**src/rtl/clk_mon_pkg.sv**
```systemverilog
// Shared types and default parameters for the divided-clock monitor.
package clk_mon_pkg;

  typedef enum logic [1:0] {
    StIdle  = 2'd0,
    StMeas  = 2'd1,
    StLock  = 2'd2,
    StStall = 2'd3
  } state_e;

  localparam int unsigned DefCntW    = 16;
  localparam int unsigned DefTimeout = 1000;
  localparam int unsigned DefLockN   = 4;

endpackage

```
**src/rtl/sync_rise.sv**
```systemverilog
// Two-flop synchronizer followed by a rising-edge detector on the synchronized level.
module sync_rise (
  input  logic clk,
  input  logic rst_n,
  input  logic d,
  output logic level,
  output logic rise
);

  logic s1_q, s2_q, prev_q;

  always_ff @(posedge clk or negedge rst_n) begin
    if (!rst_n) begin
      s1_q   <= 1'b0;
      s2_q   <= 1'b0;
      prev_q <= 1'b0;
    end else begin
      s1_q   <= d;
      s2_q   <= s1_q;
      prev_q <= s2_q;
    end
  end

  assign level = s2_q;
  assign rise  = s2_q & ~prev_q;

endmodule

```
**src/rtl/clk_div_monitor.sv**
```systemverilog
// Measures period and high time of an asynchronous divided clock and tracks lock/stall.
module clk_div_monitor
  import clk_mon_pkg::*;
#(
  parameter int unsigned CNT_W   = DefCntW,
  parameter int unsigned TIMEOUT = DefTimeout,
  parameter int unsigned LOCK_N  = DefLockN
) (
  input  logic             clk,
  input  logic             rst_n,
  input  logic             clk_in,
  input  logic [CNT_W-1:0] exp_period,
  input  logic [CNT_W-1:0] tol,
  output logic [CNT_W-1:0] period_out,
  output logic [CNT_W-1:0] high_out,
  output logic             meas_valid,
  output logic             lock,
  output logic             stall
);

  localparam int unsigned      MatchW  = $clog2(LOCK_N + 1);
  localparam logic [MatchW-1:0] LockCnt = MatchW'(LOCK_N);
  localparam logic [CNT_W-1:0] CntMax  = '1;

  state_e            state_q;
  logic [CNT_W-1:0]  per_cnt_q, hi_cnt_q;
  logic [MatchW-1:0] match_cnt_q;
  logic              level, rise;

  logic [CNT_W:0]    hi_bound, lo_bound, per_ext;
  logic              in_tol;
  logic [32:0]       per_next_w;
  logic              timeout_hit;

  sync_rise u_sync_rise (
    .clk   (clk),
    .rst_n (rst_n),
    .d     (clk_in),
    .level (level),
    .rise  (rise)
  );

  // One extra bit so exp_period + tol cannot wrap; a saturated count is never in tolerance.
  always_comb begin
    hi_bound = {1'b0, exp_period} + {1'b0, tol};
    lo_bound = (exp_period >= tol) ? {1'b0, exp_period - tol} : '0;
    per_ext  = {1'b0, per_cnt_q};
    in_tol   = (per_cnt_q != CntMax) && (per_ext >= lo_bound) && (per_ext <= hi_bound);
  end

  // Stall is declared on the cycle the period counter reaches TIMEOUT.
  assign per_next_w  = 33'(per_cnt_q) + 33'd1;
  assign timeout_hit = (per_cnt_q != CntMax) && (per_next_w >= 33'(TIMEOUT));

  always_ff @(posedge clk or negedge rst_n) begin
    if (!rst_n) begin
      state_q     <= StIdle;
      per_cnt_q   <= '0;
      hi_cnt_q    <= '0;
      match_cnt_q <= '0;
      period_out  <= '0;
      high_out    <= '0;
      meas_valid  <= 1'b0;
    end else begin
      meas_valid <= 1'b0;

      if (rise) begin
        per_cnt_q <= CNT_W'(1);
        hi_cnt_q  <= CNT_W'(1);
      end else begin
        if (per_cnt_q != CntMax) per_cnt_q <= per_cnt_q + CNT_W'(1);
        if (level && (hi_cnt_q != CntMax)) hi_cnt_q <= hi_cnt_q + CNT_W'(1);
      end

      case (state_q)
        StIdle, StStall: begin
          match_cnt_q <= '0;
          if (rise) state_q <= StMeas;
        end
        StMeas: begin
          if (rise) begin
            period_out <= per_cnt_q;
            high_out   <= hi_cnt_q;
            meas_valid <= 1'b1;
            if (in_tol) begin
              if ((match_cnt_q + MatchW'(1)) >= LockCnt) begin
                match_cnt_q <= LockCnt;
                state_q     <= StLock;
              end else begin
                match_cnt_q <= match_cnt_q + MatchW'(1);
              end
            end else begin
              match_cnt_q <= '0;
            end
          end else if (timeout_hit) begin
            match_cnt_q <= '0;
            state_q     <= StStall;
          end
        end
        StLock: begin
          if (rise) begin
            period_out <= per_cnt_q;
            high_out   <= hi_cnt_q;
            meas_valid <= 1'b1;
            if (!in_tol) begin
              match_cnt_q <= '0;
              state_q     <= StMeas;
            end
          end else if (timeout_hit) begin
            match_cnt_q <= '0;
            state_q     <= StStall;
          end
        end
        default: state_q <= StIdle;
      endcase
    end
  end

  assign lock  = (state_q == StLock);
  assign stall = (state_q == StStall);

endmodule

```
**config.mk**
```make
export PLATFORM = sky130hd
export DESIGN_NAME = clk_div_monitor
export DESIGN_NICKNAME = d
export VERILOG_FILES = /design/src/rtl/clk_mon_pkg.sv /design/src/rtl/sync_rise.sv /design/src/rtl/clk_div_monitor.sv
export SDC_FILE = /design/constraint.sdc
export NUM_CORES = 1
export LEC_CHECK = 0
export ABC_AREA = 1
export CORE_ASPECT_RATIO = 0.5
export CORE_UTILIZATION = 35
export DETAILED_ROUTE_END_ITERATION = 6
export PLACE_DENSITY = 0.61
export RECOVER_POWER = 25
export SYNTH_ARGS = -nofsm -noshare
export SYNTH_HDL_FRONTEND = slang
export SYNTH_SLANG_ARGS = --single-unit
```
**constraint.sdc**
```tcl
create_clock -name clk -period 1.8 [get_ports clk]
set_clock_uncertainty 0.05 [all_clocks]
set_input_delay 0.18 -clock clk [delete_from_list [all_inputs] [get_ports clk]]
set_output_delay 0.18 -clock clk [all_outputs]
set_load 0.01 [all_outputs]
```
==> out/summary.txt <==
Initial antenna violation count -> 0
# setup viols final -> 9
Flop2flop setup slack -> -0.38 ns
Number of enable flip-flop cells after synthesis -> 0
Vias/cell -> 4.759
Synth async-reset ratio -> 100.0%
Die width -> 187.1 µm
Hold slack -> 0.3054 ns
Post-Syn Area per Cell -> 7.384 µm²
Achievable Freq -> 0.3061 GHz
WS Path Type -> input pin to flop
Filler cells -> 1520
Largest net degree at the start of global routing -> 61
CP startpoint -> tol[11]
Bufs on Longest Clock Path -> 2
Drt wl/cell -> 13.20 µm
Sum Neg Setup Slack -> -7.278 ns
Max Slew Vio Count -> 0
Sequential share of the synthesized area -> 30.47%
Input/output buffers -> 69
Remaining global-route overflow -> 0
Synth-to-Final Area Change -> 55.53%
Commonest non-fill, non-tap cells in the layout -> nand2_1, buf_4, inv_1
Critical path required time -> 1.98 ns
Unrepaired setup endpoints after global routing -> yes
N_diodes -> 0
Most common cell after layout, fill and taps aside -> nand2_1
Power Total -> 7282 µW
CP Capture Type -> flop
RePlAce Congestion -> 0.8909
CTS sink cnt -> 73
Nets -> 1166
Fin crit share -> 181.5%
Iter 0 DRT Violations -> 454
Routed WL -> 17.03 mm
Top FF cell, synth -> dfrtp_1
Drt drc -> 0
Synth warnings -> 0
Root Buffer -> clkbuf_16
Tightest Pin Transition -> 0.7372 ns
Vias in the first global route -> 6013
H-tree Lvls -> 3
Tightest Hold Check Type -> flop to flop
Die height -> 94.55 µm
Status -> finished, violations left
Clock-pin slew on the worst setup and hold paths -> 0.06 ns
Inserted Clock Buffers -> 9
Max Cap Viol -> 0
DIE AREA -> 17690 µm²
Final WS setup -> -1.467 ns
HPWL after DPL -> 12.64 mm
Ports -> 70
Synthesized area -> 5996 µm²
Gr usage total -> 19.25%
DRT Pass-1 Iters -> 5
R2R Path End -> state_q[1]$_DFFE_PN0P_
Row Count -> 33
CTS tree -> done
Peak supply drop -> 434.3 µV
Vias after detailed routing -> 6139
Max transition margin -> 50.86%
Crit-path max FO -> 5
Netlist cell types -> 49
First-pass GRT wire length -> 27.94 mm
Tmin final -> 3.267 ns
Initial Util -> 36.21%
Clk_lat worst skew -> 0.34 ns
Gate Count Post-Synth -> 812
Lkg Pwr -> 0.004636 µW
Final hold violation count -> 0
Failing checks -> setup timing
FF-to-FF Start -> per_cnt_q[1]$_DFFE_PN0P_
Routed Antenna Nets -> 0
Synthesized Nets -> 920
Share of cells above drive strength 1 -> 36.41%
CP Capture Point -> state_q[1]$_DFFE_PN0P_
Depth of the worst register-to-register path -> 19
Synth Register Bits -> 73
Power per cell area -> 780.9 nW/µm²
Crit path DAT -> 3.45 ns
Nature of the critical path startpoint -> input pin
Core Area -> 16560 µm²
## area by class of cell
| class | instances | area [µm²] | share of cell area, % |
|---|---|---|---|
| Clock buffer | 10 | 229.0 | 2.455 |
| Clock inverter | 6 | 115.1 | 1.234 |
| Inverter | 114 | 442.9 | 4.750 |
| Multi-Input combinational cell | 605 | 4315 | 46.28 |
| Sequential cell | 73 | 1833 | 19.66 |
| Tap cell | 227 | 284.0 | 3.046 |
| Timing Repair Buffer | 255 | 2106 | 22.58 |
## sequential cells by signal, summed over array words and instances (netlist names)
name and flops:
u_sync_rise.prev_q 1, meas_valid 1, hi_cnt_q 16, state_q 2, high_out 16, match_cnt_q 3, period_out 16, u_sync_rise.level 1
per_cnt_q 16, u_sync_rise.s1_q 1
## logic make-up (layout without fill, tap and decap cells)
logic type / Yosys count / in the layout / share of synthesized area [%]
compound gates: 142 / 142 / 13.50
buf+inv: 134 / 385 / 8.869
flops: 73 / 73 / 30.47
xor+xnor: 22 / 22 / 3.214
fa+ha+maj: 73 / 73 / 15.48
simple gates: 368 / 368 / 28.46
## worst min path at each step
stage / slack [ns] / end / start / depth (start not counted)
2_1_floorplan: -0.17 / hi_cnt_q[0]$_DFFE_PN0P_ / rst_n / 0
3_3_place_gp: 0.05 / high_out[1]$_DFFE_PN0P_ / rst_n / 1
3_5_place_dp: 0.05 / high_out[3]$_DFFE_PN0P_ / rst_n / 1
4_1_cts: 0.23 / high_out[4]$_DFFE_PN0P_ / rst_n / 2
5_1_grt: 0.32 / u_sync_rise.level$_DFF_PN0_ / u_sync_rise.s1_q$_DFF_PN0_ / 0
6_report: 0.31 / u_sync_rise.level$_DFF_PN0_ / u_sync_rise.s1_q$_DFF_PN0_ / 0
## cell usage after synthesis (4+ instances only)
library cell  instances  area, µm²
nand2_4               4      45.04
dfrtp_1              73       1827
a21oi_1              48      240.2
nand4_1               9      56.30
nand2_1             204      765.7
nor2_1               41      153.9
inv_1               107      401.6
o21ai_0              53      265.3
nor3_1               11      55.05
a31oi_1               6      37.54
o21ai_1               9      45.04
ha_1                 71      888.4
nand3_1              44      220.2
nand2_2              13      81.33
o21ai_2               5      43.79
a211oi_1              4      30.03
inv_2                 7      26.28
clkbuf_1              6      22.52
xor2_1               21      183.9
nor2_2               10      62.56
or2_2                 7      43.79
nand3_2               4      40.04
nor4_1                5      31.28
buf_2                 9      45.04
## power breakdown
group	switching, µW	leakage [µW]	internal (µW)	total, µW
clock	730	0.000163	1360	2090
combinational	1690	0.00349	1480	3170
sequential	185	0.000985	1830	2020
## timing repair
| item | 4_1_cts | 5_1_grt |
|---|---|---|
| hold endpoints to repair | 13 | 0 |
| setup endpoints to repair | 28 | 49 |
| hold buffers | 1 | 0 |
| gates resized for setup | 80 | 109 |
| cloned | 0 | 1 |
| buffers inserted | 13 | 13 |
| pin swaps | 22 | 47 |
## routing by layer
layer	track usage, %	wire length (µm)
met2	33.86	8075
met3	1.895	409
met1	25.21	8313
met5	0	0
met4	5.943	234
## critical path: stages
cell	delay, ns
clkdlybuf4s50_1	0.48
inv_1	0.07
ha_4	0.28
nand2_1	0.09
buf_4	0.16
o21ai_0	0.27
a211oi_2	0.14
nand3_2	0.14
buf_6	0.14
nand3_1	0.13
ha_1	0.32
a21oi_1	0.14
o21ai_0	0.12
a21oi_2	0.16
nand3_2	0.10
nand2_2	0.10
inv_4	0.05
nand3_4	0.08
nand2_4	0.06
inv_2	0.05
nand2_2	0.05
nand2_1	0.06
nand2_1	0.06
## stage by stage
step,std cells,instance area [µm²],setup slack (ns),util [%]
after floorplan,812,6047,-1.283,-
after global placement,1248,8127,-2.132,49.08
after detailed placement,1248,8127,-2.242,49.08
after CTS,1278,8810,-1.444,53.21
after global routing,1290,9325,-1.650,56.32
final,1290,9325,-1.467,56.32
Note: power is estimated with default switching activity, not from simulation.
==> edit 1 (config.mk and constraints unchanged) <==
Make the reset (`rst_n`) synchronous in 2 clocked blocks. Comments in the files are not updated.
--- a/src/rtl/sync_rise.sv
+++ b/src/rtl/sync_rise.sv
@@ -9,7 +9,7 @@
 
   logic s1_q, s2_q, prev_q;
 
-  always_ff @(posedge clk or negedge rst_n) begin
+  always_ff @(posedge clk) begin
     if (!rst_n) begin
       s1_q   <= 1'b0;
       s2_q   <= 1'b0;
--- a/src/rtl/clk_div_monitor.sv
+++ b/src/rtl/clk_div_monitor.sv
@@ -52,7 +52,7 @@
   assign per_next_w  = 33'(per_cnt_q) + 33'd1;
   assign timeout_hit = (per_cnt_q != CntMax) && (per_next_w >= 33'(TIMEOUT));
 
-  always_ff @(posedge clk or negedge rst_n) begin
+  always_ff @(posedge clk) begin
     if (!rst_n) begin
       state_q     <= StIdle;
       per_cnt_q   <= '0;
Check against the original RTL: differs if rst_n is asserted again (counterexample within 10 cycles, from zero or initial values and one cycle with rst_n low); with rst_n held inactive, the same outputs for 10 cycles.
==> edit 1 against the original RTL <==
The flow still finishes with violations (setup timing). Global-route usage is 1.3 points higher. First-iteration DRC count is 39% lower. Critical path depth is 3 higher. Clock power is 25% lower. Die area is 2.3% lower. Routed wire length is 3.6% higher. Synthesized area is 2.3% lower. Power is 29% lower. Non-clock buffer count is 1 lower. Hold slack better by 60 ps. Setup slack better by 350 ps. Sequential cell count stayed put. Design area is 0.27% lower. Utilization is 2.3 points higher. Critical endpoint is now state_q[0]$_SDFFE_PN0P_.
==> edit 1: results (changes against the original RTL) <==
Post-DP Area=0.00786 sq mm (was 0.00813 sq mm); uppermost layer routed=met4 (unchanged); Longest Clk Path Bufs=2 (unchanged); Post-synth ARST share=0% (was 100%); Placer Congestion=0.920 (was 0.891); HPWL after DPL=12700 um (was 12600 um); Hold EP=u_sync_rise.s1_q$_SDFF_PN0_ (was u_sync_rise.level$_DFF_PN0_); fraction of layout cells with a size suffix above 1=37.3% (was 36.4%); CP max FO=6 (was 5); post-synthesis sequential area ratio=25.0% (was 30.5%); # setup viols final=8 (was 9); ys flop type=dfxtp_1 (was dfrtp_1); met2 routed WL=8460 um (was 8080 um); hold depth=3 (was 0); failing checks=setup timing (unchanged); Worst Setup SP=tol[5] (was tol[11]); vias in the first global route=6175 (was 6013); most instantiated cells after synthesis=191 x nand2_1, 109 x inv_1, 98 x a21oi_1 (was 204 x nand2_1, 107 x inv_1, 73 x dfrtp_1); ant diodes=0 (unchanged); via count=6444 (was 6139); P_leak=4.21 nW (was 4.64 nW); first-pass GRT wire length=28700 um (was 27900 um); H-tree Lvls=3 (unchanged); Detailed Routing Iterations Pass 1=4 (was 5); Distinct cells, synth=50 (was 49); largest net degree at the start of global routing=40 (was 61); crit path capture=state_q[0]$_SDFFE_PN0P_ (was state_q[1]$_DFFE_PN0P_); Num CTS Buffers=9 (unchanged); main area contributors after synthesis=dfxtp_1 25%, ha_1 15%, nand2_1 12%, a21oi_1 8.4%, inv_1 7.0% (was dfrtp_1 30%, ha_1 15%, nand2_1 13%, inv_1 6.7%, o21ai_0 4.4%); TNS Setup=-5660 ps (was -7280 ps); Worst Path Arrival=3090 ps (was 3450 ps); headroom to the max-slew limit=70.5% (was 50.9%); WL met1=8330 um (was 8310 um); status=finished with violations (unchanged); worst skew pair latency=330 ps; Max VDD drop=0.617 mV (was 0.434 mV); Worst R2R End=match_cnt_q[2]$_SDFFE_PN0P_ (was state_q[1]$_DFFE_PN0P_); nets=1212 (was 1166); Tot GR Track Use=20.6% (was 19.3%); RR Startpoint=per_cnt_q[6]$_SDFFE_PP0N_ (was per_cnt_q[1]$_DFFE_PN0P_); port bufs=69 (unchanged); worst r2r path cells=14 (was 19); Yosys Warn Count=0 (unchanged); Reg clk slew, reported paths=60 ps (about the same); DRT iter0 DRCs=278 (was 454); Switch Pwr=0.00172 W (was 0.00261 W); final worst slack=-1120 ps (was -1470 ps); worst min path class=input port to register (was register to register); Detailed Route WL=17700 um (was 17000 um); initial antenna violation count=0 (unchanged); CTS root buf=clkbuf_16 (unchanged); R2R Setup Slk=-270 ps (was -380 ps); met3 wire len=620 um (was 409 um); Synth Net Count=978 (was 920); min-delay src=clk_in (was u_sync_rise.s1_q$_DFF_PN0_)
## edit 1: changes by cell type in the layout (fill, tap and decap cells not counted), sizes merged, moves of 11 or more
| cell | delta |
|---|---|
| nand2 | -20 |
| dfxtp | +73 |
| clkdlybuf4s50 | -34 |
| dlygate4sd2 | +11 |
| dlygate4sd3 | +18 |
| dfrtp | -73 |
| a21oi | +50 |
| nor2 | +27 |
| o21ai | -27 |
| nand3 | +20 |
## edit 1: metrics by stage
stage	setup WS (ps)	instances	power (W)	hold WS [ps]	util, %
global route	-1350	1328	0.00547	382	58.7
detailed placement	-2010	1280	0.00317	354	49.6
global placement	-1920	1280	0.00313	348	49.6
finish	-1120	1328	0.00518	366	58.7
floorplan	-1130	870	0.00255	223	-
CTS	-1150	1315	0.00505	359	56.5
## edit 1: area by class of cell
cell class	instances	area [sq um]
clock buffers	11	233
clock inverters	3	20.0
fillers	1468	6560
inverters	116	455
multi-input cells	650	4710
flip-flops and latches	73	1490
well taps	221	277
repair buffers	254	2120
## edit 1: timing repair
action,4_1_cts,5_1_grt
gates resized for setup,206,79
pin swaps,95,55
endpoints found under the setup margin,22,40
setup buffers,22,15
## edit 1: worst max-delay path, cell delays in order
cell           delay (ps)
dlygate4sd2_1         250
inv_2                  70
ha_4                  210
buf_6                 130
nor4_2                200
nand2_1               130
nand2_2               110
nand2_2                80
buf_4                 130
buf_4                 120
nand2_1               100
ha_1                  250
nand2_2                90
a21oi_1                50
nor2_1                 80
nand3_1               110
nand2_1                70
nand2_1                60
nand2_1                50
nand2_1                80
nand2_4               110
nand3_2               100
nand2_2               110
nand2_2                60
nor2_1                 80
nor2_1                 50
## edit 1: power by group through the flow
stage | clock, W | combinational, W | sequential [W]
floorplan | 0 | 0.000863 | 0.00169
global placement | 0 | 0.00144 | 0.00169
detailed placement | 0 | 0.00147 | 0.00169
CTS | 0.00159 | 0.00179 | 0.00166
global route | 0.00165 | 0.00215 | 0.00166
finish | 0.00156 | 0.00196 | 0.00166
## edit 1: cells by family after synthesis
family,count (synthesis),share of synthesized area [%]
AND/OR/NAND/NOR,392,30.2
AO/OA/AOI/OAI,160,15.0
flip-flops,73,25.0
XOR/XNOR,25,3.74
buffers and inverters,147,10.3
adder cells (fa/ha/maj),73,15.9
## edit 1: metal layers
metal | vias up | GRT usage, %
met2 | 126 | 36.8
met3 | 19 | 2.26
met5 | - | 0
met1 | 2992 | 26.3
li1 | 3307 | -
met4 | 0 | 5.10
==> edit 2 (same settings) <==
Without the edit above. The package constant `DefCntW` goes from 16 to 17.
--- a/src/rtl/clk_mon_pkg.sv
+++ b/src/rtl/clk_mon_pkg.sv
@@ -8,7 +8,7 @@
     StStall = 2'd3
   } state_e;
 
-  localparam int unsigned DefCntW    = 16;
+  localparam int unsigned DefCntW    = 17;
   localparam int unsigned DefTimeout = 1000;
   localparam int unsigned DefLockN   = 4;
 
Interface: changed (resized exp_period, high_out, period_out and tol); port bits go from 70 to 74. The function was not compared with the original's and may differ.
==> edit 2 against the original RTL <==
The run ends with DRC, setup timing left. Setup slack improved by 250 ps. Synthesized area rose by 6.4%. Sequential cell count rose by 4. Routed wire length rose by 20%. Clock power fell by 5%. Design area rose by 16%. Power rose by 3.5%. Critical path type unchanged. Critical endpoint unchanged. Largest cell class unchanged. Largest power group unchanged.
==> edit 2: results (changes against the original RTL) <==
Synth Area in XOR/XNOR=2.61% (was 3.21%); R2R Setup Slk=-750 ps (was -380 ps); main area contributors after synthesis=dfrtp_1 30%, ha_1 15%, nand2_1 12%, inv_1 7.0%, o21ai_0 4.8% (was dfrtp_1 30%, ha_1 15%, nand2_1 13%, inv_1 6.7%, o21ai_0 4.4%); Flop pwr share=26.4% (was 27.7%); Power Clock=0.00198 W (was 0.00209 W); DRT iter0 DRCs=315 (was 454); Detailed Route WL=20400 um (was 17000 um); met3 GRT Util=2.60% (was 1.90%); Worst-Margin Slew=634 ps (was 737 ps); CP max-delay cell=ha_4 (was clkdlybuf4s50_1); met2 routed WL=9990 um (was 8080 um); Worst R2R End=hi_cnt_q[15]$_DFFE_PN0P_ (was state_q[1]$_DFFE_PN0P_); Residual DRC=2 (was 0); final worst slack=-1220 ps (was -1470 ps); Placer Congestion=0.928 (was 0.891); Tot GR Track Use=22.0% (was 19.3%); worst r2r path cells=20 (was 19); Max VDD drop=0.437 mV (was 0.434 mV); failing checks=DRC, setup timing (was setup timing); Switch Pwr=0.00269 W (was 0.00261 W); Synth Area in Compound Gates=14.4% (was 13.5%); Synth Net Count=988 (was 920); Largest stage delay, worst path=310 ps (was 480 ps); TNS Setup=-14900 ps (was -7280 ps); P_leak=5.30 nW (was 4.64 nW); status=finished with violations (unchanged); fraction of layout cells with a size suffix above 1=46.1% (was 36.4%); Distinct cells, synth=47 (was 49); ant diodes=0 (unchanged); Worst Path Arrival=3210 ps (was 3450 ps); Longest Clk Path Bufs=2 (unchanged); RR Startpoint=hi_cnt_q[1]$_DFFE_PN0P_ (was per_cnt_q[1]$_DFFE_PN0P_); HPWL after DPL=15000 um (was 12600 um); worst skew pair latency=340 ps (about the same); Clk pwr share=26.3% (was 28.7%); Post-DP Area=0.00920 sq mm (was 0.00813 sq mm); vias in the first global route=6917 (was 6013); synthesized-area fraction occupied by adder cells=15.7% (was 15.5%); most instantiated cells after synthesis=209 x nand2_1, 119 x inv_1, 77 x dfrtp_1, 77 x ha_1, 61 x o21ai_0 (was 204 x nand2_1, 107 x inv_1, 73 x dfrtp_1); worst min path class=register to register (unchanged); port bufs=73 (was 69); worst hold slack=303 ps (was 305 ps); grt met1 use=28.9% (was 25.2%); WL met1=9570 um (was 8310 um); Syn Area/Cell=7.32 sq um (was 7.38 sq um); post-synthesis sequential area ratio=30.2% (was 30.5%); CP max FO=5 (unchanged); first-pass GRT wire length=33200 um (was 27900 um); Via density=4.85 (was 4.76); DR WL/cell=14.3 um (was 13.2 um); nets=1299 (was 1166); Worst Setup SP=tol[2] (was tol[11]); largest net degree at the start of global routing=67 (was 61); Detailed Routing Iterations Pass 1=7 (was 5); pre-CTS setup slack=-2150 ps (was -2240 ps); met2 Use GR=37.5% (was 33.9%); Crit path max-delay family=simple AND/OR/NAND/NOR gates (was buffers and inverters); # setup viols final=37 (was 9); met3 wire len=543 um (was 409 um)
edit 2: cell types whose count changed in the layout (fill, tap and decap cells not counted), sizes merged, moves of 5 or more:
cell           change
clkbuf            +17
inv               +14
nor2               +9
nand4              +5
buf               +67
nand2              -5
o22ai             +10
clkdlybuf4s50     -16
ha                 +6
edit 2: kinds of logic (layout without fill, tap and decap cells):
group	Yosys count	after routing
DFF	77	77
adders and majority gates	79	79
and+or+nand+nor	387	387
AOI/OAI and AO/OA	160	161
buffers and inverters	150	465
xor gates and xnor gates	19	19
edit 2: what timing repair did:
item | in CTS | in global routing
cloned | 2 | 0
setup buffers | 30 | 23
gates resized for setup | 224 | 140
pin swaps | 79 | 105
setup endpoints to repair | 38 | 41
endpoints found under the hold margin | 23 | 0
hold buffers | 1 | 0
edit 2: area by class of cell:
cell class	count	area, sq um
Clock buffer	12	256
Clock inverter	4	70.1
Fill cell	1478	6790
Inverter	129	529
Multi-Input combinational cell	646	5110
Sequential cell	77	1930
Tap cell	234	293
Timing Repair Buffer	320	2640
